<file path="src/rtl/assign_1.sv">
// Serial bit-pattern detector: flags one cycle after the last PAT_LEN samples of d equal PATTERN.
// alarm is a plain flop output; a fill counter blocks matches against reset contents of the history.
module assign_1 #(
    parameter int unsigned          PAT_LEN = 4,
    parameter logic [PAT_LEN-1:0]   PATTERN = 4'b1110
) (
    input  logic clk,
    input  logic reset,
    input  logic d,
    output logic alarm
);

    localparam int unsigned FW = $clog2(PAT_LEN + 1);
    localparam logic [FW-1:0] FILL_MAX = FW'(PAT_LEN);

    logic [PAT_LEN-1:0] hist_q, hist_d;
    logic [FW-1:0]      fill_q, fill_d;
    logic               alarm_q, alarm_d;

    // Oldest sample sits in the MSB so the history lines up directly with PATTERN.
    generate
        if (PAT_LEN == 1) begin : g_hist_one
            always_comb hist_d = d;
        end else begin : g_hist_many
            always_comb hist_d = {hist_q[PAT_LEN-2:0], d};
        end
    endgenerate

    always_comb begin
        fill_d  = (fill_q == FILL_MAX) ? fill_q : fill_q + FW'(1);
        alarm_d = (hist_d == PATTERN) && (fill_d == FILL_MAX);
    end

    always_ff @(posedge clk) begin
        if (reset) begin
            hist_q  <= '0;
            fill_q  <= '0;
            alarm_q <= 1'b0;
        end else begin
            hist_q  <= hist_d;
            fill_q  <= fill_d;
            alarm_q <= alarm_d;
        end
    end

    assign alarm = alarm_q;

endmodule

</file>
<file path="config.mk">
export PLATFORM = sky130hd
export DESIGN_NAME = assign_1
export DESIGN_NICKNAME = d
export VERILOG_FILES = /design/src/rtl/assign_1.sv
export SDC_FILE = /design/constraint.sdc
export NUM_CORES = 1
export LEC_CHECK = 0
export ABC_AREA = 1
export CORE_AREA = 2 2 39 41
export CTS_CLUSTER_SIZE = 30
export DETAILED_ROUTE_END_ITERATION = 16
export DIE_AREA = 0 0 41 43
export GPL_TIMING_DRIVEN = 0
export SLEW_MARGIN = 10
export SYNTH_ARGS = -nofsm -noshare
export SYNTH_HDL_FRONTEND = slang
export SYNTH_SLANG_ARGS = --single-unit
</file>
<file path="constraint.sdc">
create_clock -name clk -period 1.24 [get_ports clk]
set_input_delay 0.186 -clock clk [delete_from_list [all_inputs] [get_ports clk]]
set_output_delay 0.186 -clock clk [all_outputs]
set_load 0.02 [all_outputs]
</file>
# Word-level counts from Yosys, hierarchy flattened

Index checks and enable logic that the tools add are counted.

Add/subtract/negate cells: 1
Multiply operators: 0
Div/mod/pow operators: 0
$lt $le $gt $ge: 0
Equality and inequality tests: 3
Shift-type cells: 0
Muxes and demuxes: 1
Bitwise operators: 0
Reductions and logical operators: 1

Operator list:

| cell                  | count |
|---|---|
| $eq A3 B3 Y1 const B  | 2 |
| $eq A4 B4 Y1 const B  | 1 |
| $add A3 B1 Y3 const B | 1 |
| $mux W3               | 1 |
| $logic_and A1 B1 Y1   | 1 |

Register bits: 7
Latch bits: 0
Memory bits (writable): 0
Memory bits (read-only): 0
Bits of input ports: 3
Output and inout port bits: 1
Memories: 0

# Logic depth before layout (Yosys ltp)

Word-level depth: 4
Gate-level depth with buffers: 8
Mapped depth without buffers: 8

# Worst setup path after synthesis

Ideal clock, no wire load.

Kind: register -> register
From: register fill_q[0]
To: register alarm_q, in the netlist alarm
Data arrival time: 1.010 ns
Path slack: 0.168 ns
Stages on the path, launching flop included: 8
Buffers on the path: 0
Path through: dfxtp_1 -> inv_1 -> ha_1 -> inv_1 -> nand3_1 -> nor2_4 -> nand2_2 -> nor2_2

Longest elaborated chain between the ends: 4
Elaborated cells on any way between the ends: 5
Classes of those cells: add/sub (1); eq/ne (2); mux (1); reduce/logical (1)

Ends and longest elaborated chain:

| item                                          | RTL line | text |
|---|---|---|
| start, declared                               | 17       | `logic [FW-1:0] fill_q, fill_d;` |
| start signal, assigned                        | 41       | `fill_q <= fill_d;` |
| $add A3 B1 Y3 or $eq A3 B3 Y1 (tied branches) | 30       | `fill_d = (fill_q == FILL_MAX) ? fill_q : fill_q + FW'(1);` |
| $mux W3 (*)                                   | 30       |  |
| via fill_d[1]                                 | 17       |  |
| $eq A3 B3 Y1 (*)                              | 31       | `alarm_d = (hist_d == PATTERN) && (fill_d == FILL_MAX);` |
| $logic_and A1 B1 Y1 (*)                       | 31       |  |
| end signal, assigned                          | 42       | `alarm_q <= alarm_d;` |
| end, declared                                 | 18       | `logic alarm_q, alarm_d;` |

The timed path passes the listed nets; every way through them passes the cells marked *.
A chain may end at the register's enable or synchronous reset.

# Worst setup path in the final report

Same ends and word-level chain as after synthesis.

==> impl_metrics.csv <==
group,metric,value,unit
drt,wl_per_cell,6.655,um
power_and_ir_drop,p_int,0.3863,mW
synthesis,syn_inst,35,
clock_network,postCtsSetupBuffers,0,
die,die_h,43,um
worst_setup_path,cp-end-kind,"flip-flop",
clock_network,cts_tree,"yes",
min_path,hp-class,"reg2reg",
clock_network,cts_num_sinks,7,
grt,grt_first_pass_wirelength,690,um
finish,drive_gt1_share,16.67,%
place,gp_congestion,0.6042,
sta,hold_viol,0,
die,dieWidth,41,um
clock_network,cts_root_buffer,"clkbuf_4",
drt,drt_pass1_iterations,2,
die,core_area,1384,sq um
sta,rsz0062_at_grt,"no",
drt,antenna_left,0,
sta,drv_slew,0,
power_and_ir_drop,swShare,23.83,%
worst_setup_path,slowest_stage,"dfxtp_1",
sta,max_freq,0.8698,GHz
power_and_ir_drop,clkPwrFrac,40.1,%
grt,grt_max_degree,7,
drt,postRouteWirelength,386,um
sta,min_period_over_period,92.72,%
grt,grt_pass1_vias,204,
drt,drcViolationCount,0,
sta,worst_slew_pin_slew,0.2236,ns
drt,vias,202,
power_and_ir_drop,leakage,0.1665,nW
synthesis,synth_cell_type_count,11,
worst_setup_path,crit_type,"reg2reg",
clock_network,post_cts_resized,1,
clock_network,clkTransAtPathRegs,0.05,ns
sta,tns,0,ns
synthesis,ys_seq_elements,7,
power_and_ir_drop,p_sw,0.1209,mW
synthesis,ys_seq_area_share,49.78,%
finish,nets,48,
die,io_pins,4,
sta,finalSetupViolCount,0,
worst_setup_path,crit_fanout,3,
clock_network,cts_hold_buf,0,
die,die_area,1763,sq um
grt,grt-ovfl-total,0,
worst_setup_path,slowest_delay,0.34,ns
clock_network,h-tree-depth,1,
die,start_util,20.34,%
place,dp.cells,54,
finish,layoutNonFillerInstCount,58,
finish,area_growth,26.67,%
worst_setup_path,start_kind,"flip-flop",
grt,grtUsageTotal,5.954,%
worst_setup_path,cp.arrival,1.34,ns
synthesis,syn_nets,40,
drt,via_per_inst,3.483,
worst_setup_path,crit_path_frequent_cell,"inv_1",
drt,drt-initial-drc-count,2,
clock_network,clkLatencyLatePin,0.25,ns
place,port_buffers,3,
sta,min_period,1.150,ns
power_and_ir_drop,p_per_area,1422,nW/um^2
power_and_ir_drop,p_seq_share,49.0,%
sta,relSlewSlack,85.05,%
power_and_ir_drop,peakVddDrop,602.8,uV
grt,antenna_found_initial,0,
die,row_count,14,
status,status,"complete, no violations",
clock_network,max-clock-path-buffers,2,
run,cap_violations,0,
sta,finalClockSkew,0.002709,ns
worst_setup_path,required,1.43,ns
synthesis,syn_area,281.5,sq um
power_and_ir_drop,pwr-share-comb,10.9,%
clock_network,cts_made_buffers,3,
synthesis,yosysWarnings,0,
worst_setup_path,path_cells,"inv_1 -> ha_1 -> inv_1 -> nand3_1 -> nor2_4 -> nand2_2 -> nor2_2",
synthesis,syn_avg_cell_area,8.043,sq um
finish,num_antenna_cells,0,
[final cells by class]
type	count	area, sq um
clock buffer	4	26.28
sequential	7	140.1
multi-input combinational	20	111.4
timing repair buffer	3	28.78
inverter	8	30.03
tap	16	20.02
fill	155	1027
[power by group through the flow]
stage	combinational [mW]	clock [mW]	sequential, mW
floorplan	0.0391	0	0.251
global placement	0.0547	0	0.252
detailed placement	0.0561	0	0.253
CTS	0.0569	0.211	0.249
global route	0.0655	0.224	0.250
finish	0.0553	0.203	0.248
[flip-flops by register name (all words and copies together), names as in the netlist]
| register | cells |
|---|---|
| alarm | 1 |
| fill_q | 3 |
| hist_q | 3 |
[path summary, 6_finish.rpt]
check                                from   endpoint  slack (ns)  cells past startpoint
worst max-delay path            fill_q[0]      alarm        0.09                      7
worst max register to register  fill_q[0]      alarm        0.09                      7
worst min-delay path            hist_q[1]  hist_q[2]        0.42                      2
worst min register to register  hist_q[1]  hist_q[2]        0.42                      2
[cells by family (layout without fill, tap and decap cells)]
family / count (synthesis) / in the layout / share of synthesized area, %
and+or+nand+nor: 18 / 18 / 30.67
buffers and inverters: 8 / 15 / 10.67
DFF: 7 / 7 / 49.78
adders and majority gates: 2 / 2 / 8.887
[worst max-delay path, delay by kind of cell (launching register included)]
kind	cells	cell delay, ns
DFF	1	0.34
and+or+nand+nor	4	0.31
adders and majority gates	1	0.29
buffers and inverters	2	0.14
[metal layers]
layer	global-route usage (%)	vias up	share of wire (%)
met5	0	-	0
met3	1.571	0	4.1
met4	6.000	0	0
met1	5.882	84	49
li1	-	115	-
met2	9.063	3	46
[placed cells by master, fill, tap and decap left out]
master and count:
inv_1 7, nor2_1 7, dfxtp_1 7, nand2_1 5, clkbuf_4 3, nand3_1 2, ha_1 2, clkdlybuf4s50_1 2
inv_2 1, nand3b_1 1, nor2_4 1, nand2_2 1, nor2_2 1, clkbuf_1 1, dlygate4sd2_1 1
[per-stage QoR]
| step | util (%) | instance area (sq um) | setup WS [ns] | hold slack [ns] | power (mW) |
|---|---|---|---|---|---|
| after floorplan | - | 281.5 | 0.1681 | 0.2572 | 0.2902 |
| after global placement | 23.96 | 331.6 | 0.1023 | 0.4124 | 0.3071 |
| after detailed placement | 23.96 | 331.6 | 0.08371 | 0.4155 | 0.3094 |
| after CTS | 25.77 | 356.6 | 0.06699 | 0.4246 | 0.5171 |
| after global routing | 25.77 | 356.6 | 0.01493 | 0.4537 | 0.5392 |
| final | 25.77 | 356.6 | 0.09027 | 0.4245 | 0.5071 |
[synth_stat cells]
master    count  share of area [%]
inv_2         1                1.3
nand2_2       1                2.2
nand2_1       5                6.7
nor2_4        1                4.0
ha_1          2                8.9
nor2_1        7                9.3
dfxtp_1       7                 50
nor2_2        1                2.2
nand3_1       2                3.6
nand3b_1      1                2.7
inv_1         7                9.3
(Power assumes the default switching activity.)
